--- config.mk ---
export PLATFORM = sky130hd
export DESIGN_NAME = serial_adder_ctrl
export DESIGN_NICKNAME = d
export VERILOG_FILES = /design/src/rtl/serial_adder_ctrl.sv
export SDC_FILE = /design/constraint.sdc
export NUM_CORES = 1
export LEC_CHECK = 0
export BUFFER_PORTS_ARGS = -buffer_cell sky130_fd_sc_hd__buf_2
export CAP_MARGIN = 20
export CORE_MARGIN = 2
export CORE_UTILIZATION = 48
export CTS_CLUSTER_DIAMETER = 30
export CTS_CLUSTER_SIZE = 28
export DETAILED_ROUTE_END_ITERATION = 6
export PLACE_DENSITY = 0.75
export SLEW_MARGIN = 25
export SYNTH_ARGS = -nofsm -noshare
export SYNTH_HDL_FRONTEND = slang
export SYNTH_HIERARCHICAL = 1
export SYNTH_SLANG_ARGS = --single-unit
--- constraint.sdc ---
create_clock -name clk -period 1.55 [get_ports clk]
set_clock_uncertainty 0.2 [all_clocks]
set_input_delay 0.31 -clock clk [delete_from_list [all_inputs] [get_ports clk]]
set_output_delay 0.31 -clock clk [all_outputs]
set_load 0.01 [all_outputs]
--- src/rtl/serial_adder_ctrl.sv ---
// Bit-serial adder: one shared full-adder cell is stepped over WIDTH cycles,
// LSB first, with a carry flop between bits and a start/busy/done handshake.

module full_adder (
  input  logic x,
  input  logic y,
  input  logic ci,
  output logic s,
  output logic co
);
  assign s  = x ^ y ^ ci;
  assign co = (x & y) | (ci & (x ^ y));
endmodule

module serial_adder_ctrl #(
  parameter int WIDTH = 8
) (
  input  logic             clk,
  input  logic             rst_n,
  input  logic             start,
  input  logic [WIDTH-1:0] a,
  input  logic [WIDTH-1:0] b,
  input  logic             cin,
  output logic             busy,
  output logic             done,
  output logic [WIDTH-1:0] sum,
  output logic             cout
);
  localparam int CW = $clog2(WIDTH + 1);
  localparam logic [CW-1:0] LAST_CNT = CW'(WIDTH - 1);

  typedef enum logic [1:0] {IDLE, RUN, DONE} state_t;

  state_t           state_reg, state_next;
  logic [WIDTH-1:0] a_sh_reg, a_sh_next;
  logic [WIDTH-1:0] b_sh_reg, b_sh_next;
  logic [WIDTH-1:0] s_sh_reg, s_sh_next;
  logic [WIDTH-1:0] sum_reg, sum_next;
  logic             carry_reg, carry_next;
  logic             cout_reg, cout_next;
  logic [CW-1:0]    cnt_reg, cnt_next;
  logic             fa_sum, fa_cout;
  logic [WIDTH-1:0] s_shifted;

  full_adder u_fa (
    .x  (a_sh_reg[0]),
    .y  (b_sh_reg[0]),
    .ci (carry_reg),
    .s  (fa_sum),
    .co (fa_cout)
  );

  // New sum bit enters at the MSB; a single-bit build has nothing to shift in behind it.
  generate
    if (WIDTH == 1) begin : g_w1
      assign s_shifted = fa_sum;
    end else begin : g_wn
      assign s_shifted = {fa_sum, s_sh_reg[WIDTH-1:1]};
    end
  endgenerate

  always_ff @(posedge clk) begin
    if (!rst_n) begin
      state_reg <= IDLE;
      a_sh_reg  <= '0;
      b_sh_reg  <= '0;
      s_sh_reg  <= '0;
      sum_reg   <= '0;
      carry_reg <= 1'b0;
      cout_reg  <= 1'b0;
      cnt_reg   <= '0;
    end else begin
      state_reg <= state_next;
      a_sh_reg  <= a_sh_next;
      b_sh_reg  <= b_sh_next;
      s_sh_reg  <= s_sh_next;
      sum_reg   <= sum_next;
      carry_reg <= carry_next;
      cout_reg  <= cout_next;
      cnt_reg   <= cnt_next;
    end
  end

  always_comb begin
    state_next = state_reg;
    a_sh_next  = a_sh_reg;
    b_sh_next  = b_sh_reg;
    s_sh_next  = s_sh_reg;
    sum_next   = sum_reg;
    carry_next = carry_reg;
    cout_next  = cout_reg;
    cnt_next   = cnt_reg;
    case (state_reg)
      IDLE: begin
        if (start) begin
          a_sh_next  = a;
          b_sh_next  = b;
          carry_next = cin;
          cnt_next   = '0;
          state_next = RUN;
        end
      end
      RUN: begin
        s_sh_next  = s_shifted;
        a_sh_next  = a_sh_reg >> 1;
        b_sh_next  = b_sh_reg >> 1;
        carry_next = fa_cout;
        cnt_next   = cnt_reg + CW'(1);
        // Result registers change only here, so no partial sum is ever visible.
        if (cnt_reg == LAST_CNT) begin
          sum_next   = s_shifted;
          cout_next  = fa_cout;
          state_next = DONE;
        end
      end
      DONE:    state_next = IDLE;
      default: state_next = IDLE;
    endcase
  end

  assign busy = (state_reg == RUN);
  assign done = (state_reg == DONE);
  assign sum  = sum_reg;
  assign cout = cout_reg;

endmodule

== Yosys cells after proc, flatten, opt, wreduce, memory -nomap -nowiden ==
Index checks and enable logic that the tools add are counted.

* Input bits: 20
* Logic and storage cells: 35
* Output and inout bits: 11
* Register bits after elaboration: 40

* Bitwise logic cells: 5
* Equality and inequality tests: 5
* Muxes and demuxes: 11
* Reduce and logical (&&, ||, !) cells: 5
* $add $sub $neg: 1

{| class="wikitable"
|+ Operators with widths
! operator !! count
|-
| $pmux W8 S2 || 2
|-
| $mux W8 || 2
|-
| $pmux W4 S2 || 1
|-
| $reduce_and A2 Y1 || 3
|-
| $add A4 B1 Y4 const B || 1
|-
| $eq A4 B3 Y1 const B || 1
|-
| $mux W2 || 2
|-
| $mux W4 || 1
|-
| $pmux W2 S2 || 1
|-
| $and A1 B1 Y1 || 2
|-
| $eq A2 B1 Y1 const B || 1
|-
| $eq A2 B2 Y1 const B || 1
|-
| $logic_not A2 Y1 || 1
|-
| $ne A2 B1 Y1 const B || 1
|-
| $ne A2 B2 Y1 const B || 1
|-
| $pmux W1 S2 || 1
|-
| $reduce_bool A2 Y1 || 1
|-
| $xor A1 B1 Y1 || 2
|-
| $mux W1 || 1
|-
| $or A1 B1 Y1 || 1
|}

== Longest topological paths before layout ==
* Depth in word-level cells: 4
* Gate-level depth with buffers: 7
* Depth with buffers taken out: 4

== Cells and area by module ==
The synthesis kept the hierarchy.

{| class="wikitable"
|+ Modules (own cells, without submodules)
! module !! area an instance (sq um) !! seq. area each (sq um) !! instances !! cells an instance
|-
| serial_adder_ctrl || 1627.8 || 780.7 || 1 || 190
|-
| full_adder || 20.0 || 0.0 || 1 || 1
|}

== Least setup slack after synthesis ==
OpenSTA, ideal clock, no wires.

* Path kind: register to register
* From: reg cnt_reg[0]
* To: reg cout_reg, in the netlist cout
* Library setup time: 72 ps
* Data required time: 1278 ps
* Arrival: 1178 ps
* Slack: 101 ps
* Clock period less this slack: 1449 ps
* Cell stages (with the launch flop): 5
* Path buffers: 0
* Path through: dfxtp_1 ha_1 nand4b_1 nor2_4 mux2i_1

* Longest elaborated chain between the ends: 2

{| class="wikitable"
|+ RTL lines
! element !! RTL line !! source
|-
| start: declaration || 41 || <nowiki>logic [CW-1:0] cnt_reg, cnt_next;</nowiki>
|-
| start signal: assignment || 80 || <nowiki>cnt_reg <= cnt_next;</nowiki>
|-
| $eq A4 B3 Y1 || 110 || <nowiki>if (cnt_reg == LAST_CNT) begin</nowiki>
|-
| $reduce_and A2 Y1 (no source line) || - ||
|-
| end signal: assignment || 79 || <nowiki>cout_reg <= cout_next;</nowiki>
|-
| end: declaration || 40 || <nowiki>logic cout_reg, cout_next;</nowiki>
|}

No other way between the ends.
A chain may end at the register's enable or synchronous reset.

== Worst setup path after layout ==
* From: reg state_reg[0]
* To: out done

* Longest elaborated chain between the ends: 1

{| class="wikitable"
|+ RTL lines
! element !! RTL line !! source
|-
| start: declaration || 34 || <nowiki>state_t state_reg, state_next;</nowiki>
|-
| start signal: assignment || 73 || <nowiki>state_reg <= state_next;</nowiki>
|-
| $eq A2 B2 Y1 || 122 || <nowiki>assign done = (state_reg == DONE);</nowiki>
|-
| end: declaration || 25 || <nowiki>output logic done,</nowiki>
|}

No other way between the ends.

==> run summary <==
status: complete, but fails checks
failing checks: negative setup slack
Slew Viols, Final: 0
CP delay by family, top: flip-flops
first-pass GRT wire length: 5830 um
warnings from Yosys: 6
clock slew at reported path FFs: 0.11 ns
Critical path origin: state_reg[0]
Row Count: 21
clock latency on the worst-skew pair: 0.35 ns
IO buf count: 30
diode count: 0
wire per inst: 12.0 um
Peak VDD IR: 0.000516 V
CP Launch Type: flop
pre-CTS setup slack: 0.0219 ns
Die Wd: 62.6 um
synthesis-stage register bit count: 39
Die H: 62.6 um
area leader, netlist: dfxtp_1
TritonCTS Buffers: 5
Multi-input gate area: 778 um^2
Clock power frac: 27.9%
vias in the first global route: 1,325
unrepaired setup endpoints after global routing: true
post-layout util: 60.3%
DRC Markers: 0
share of the synthesized area in the top cell type: 47.4%
Leak: 0.781 nW
Seq pwr share: 59.3%
CORE AREA: 3310 um^2
placed cell areas: 1860 um^2
overall routing resource usage: 18.8%
Yosys cell types: 31
RR Startpoint: cnt_reg[0]
Switching Fraction: 26.5%
Pwr per Cell Area: 908 nW/um^2
Post-Layout Inst Area: 2000 um^2
slowest stage delay, CP: 0.38 ns
H-tree depth: 2
Final nets: 253
I/O pins: 31
FILL cells: 295
NetSw: 480 uW
post-DR vias/cell: 5.22
Comb pwr share: 12.8%
maxcap violations: 0
Worst Max-Slew Pin Slew: 0.470 ns
Sink Count: 39
WP data required: 1.04 ns
worst-case hold slack: 0.0105 ns
1st-iter DRT viols: 61
final wirelength: 3340 um
setup ws final: -0.000658 ns
Worst Hold Class: in -> reg
initial antenna violation count: 0
setup_tns: -0.000658 ns
post-synthesis net count: 213
Bufs and invs on worst path: 2
die area: 3920 um^2
largest net degree at the start of global routing: 21
Syn Std Cell Area: 1650 um^2
First-pass DRT Iterations: 4
Routed Antenna Nets: 0
via count: 1,451
Crit-path slowest cell: dfxtp_4
TritonCTS clock tree: built
Critical Path AT: 1.04 ns
Final min period: 1.55 ns
Seq. cell area: 790 um^2
synthesized area per cell: 8.63 um^2
GP Congestion: 0.727
Final Hold Fails: 0
starting density of the core: 49.8%
Max Fclk: 645 MHz
DP HPWL: 2230 um
critical path capture point type: output port
layout cells sized above 1: 26.3%
internal power: 1.33 mW
clk root buf: clkbuf_4
CP Cell Sequence: buf_6, nor2_2, buf_2
final setup fails: 1
hold path start: a[7]
Syn Inst Count: 191
clk buf depth: 2
worst-path fanout max: 4
Max-Slew Margin vs Limit: 68.6%
sequential share of the synthesized area: 47.4%
period utilization: 100%
most area-consuming cells after synthesis: dfxtp_1, nand2_1, a21oi_1, o2bb2ai_1, mux2i_1
kind of critical path: reg -> out
Area Overhead vs Synth: 21.1%
total gr overflow: 0
per-layer routing:
| layer | part of all wire (%) | GRT usage, % | vias to the layer above | wire length (um) |
|---|---|---|---|---|
| li1 | - | - | 742 | - |
| met1 | 48 | 24.8 | 662 | 1590 |
| met2 | 45 | 28.2 | 39 | 1510 |
| met3 | 5.0 | 4.32 | 8 | 168 |
| met4 | 2.3 | 10.8 | 0 | 76 |
| met5 | 0 | 0 | - | 0 |
path summary, 6_finish.rpt:
path | end | slack (ns) | cells past startpoint
worst max-delay path | done | -0.0007 | 3
worst min-delay path | a_sh_reg[7] | 0.01 | 3
worst max register to register | sum[6] | 0.08 | 5
worst min register to register | sum[5] | 0.26 | 2
cell families (layout without fill, tap and decap cells):
kind of cell / after synthesis / in the layout / synth area share, %
buf+inv: 18 / 59 / 5.69
fa+ha+maj: 2 / 2 / 1.97
simple gates: 63 / 63 / 17.1
mux: 9 / 9 / 5.47
compound gates: 60 / 60 / 22.4
flops: 39 / 39 / 47.4
synth_stat cells:
| master | count |
|---|---|
| inv_1 | 4 |
| nor3_1 | 1 |
| buf_4 | 2 |
| nand3b_1 | 2 |
| a21oi_1 | 22 |
| mux2i_1 | 9 |
| a22oi_1 | 3 |
| clkbuf_1 | 7 |
| buf_6 | 2 |
| nand2_1 | 34 |
| nand3_1 | 2 |
| and3_1 | 1 |
| o21ba_2 | 1 |
| nor2_1 | 17 |
| nand2b_1 | 1 |
| nand2b_4 | 1 |
| dfxtp_1 | 39 |
| or3_1 | 1 |
| nor3b_1 | 1 |
| o22ai_1 | 3 |
| clkbuf_2 | 1 |
| o2bb2ai_1 | 12 |
| nor2_4 | 1 |
| fa_1 | 1 |
| a31oi_1 | 2 |
| ha_1 | 1 |
| a211oi_1 | 1 |
| o21ai_0 | 15 |
| o21bai_1 | 1 |
| buf_2 | 2 |
| nand4b_1 | 1 |
area by class of cell:
class | instances | area share (%)
Inverter | 4 | 0.878
Multi-Input combinational cell | 134 | 39.0
Clock inverter | 1 | 0.251
Timing Repair Buffer | 47 | 15.2
Clock buffer | 7 | 2.26
Tap cell | 46 | 2.88
Sequential cell | 39 | 39.6
worst min-delay path: cells and delay by family:
family,cells,cell delay (ns)
and+or+nand+nor,1,0.09
buffers and inverters,1,0.08
AOI/OAI and AO/OA,1,0.05
power groups by stage:
stage / sequential (mW) / combinational [mW] / clock, mW
4_1_cts: 1.07 / 0.231 / 0.514
3_3_place_gp: 1.10 / 0.206 / 0
2_1_floorplan: 1.09 / 0.150 / 0
3_5_place_dp: 1.10 / 0.208 / 0
6_report: 1.08 / 0.232 / 0.505
5_1_grt: 1.08 / 0.263 / 0.551
metrics by stage:
stage | power [mW] | instances
3_3_place_gp | 1.31 | 263
3_5_place_dp | 1.31 | 263
2_1_floorplan | 1.24 | 191
4_1_cts | 1.82 | 277
6_report | 1.81 | 278
5_1_grt | 1.90 | 278
layout by cell type (no fill, tap or decap), types with 2 or more instances in the layout:
cell type   n
nand2_1    34
dfxtp_1    36
a22oi_1     3
inv_1       3
clkbuf_1    2
buf_6       2
nor2_1     16
a21oi_1    22
o22ai_1     3
nand3_1     2
o21ai_0    15
clkbuf_4    5
mux2i_1     9
dfxtp_4     2
o2bb2ai_1  12
buf_2      29
buf_4      14
nand3b_1    2
a31oi_1     2
repair_timing:
item	CTS	global route
hold buffers	1	0
hold endpoints to repair	1	0
endpoints found under the setup margin	2	11
resized for setup	9	2
pin swaps	1	3
buffers inserted	5	1
Note: power is estimated with default switching activity, not from simulation.
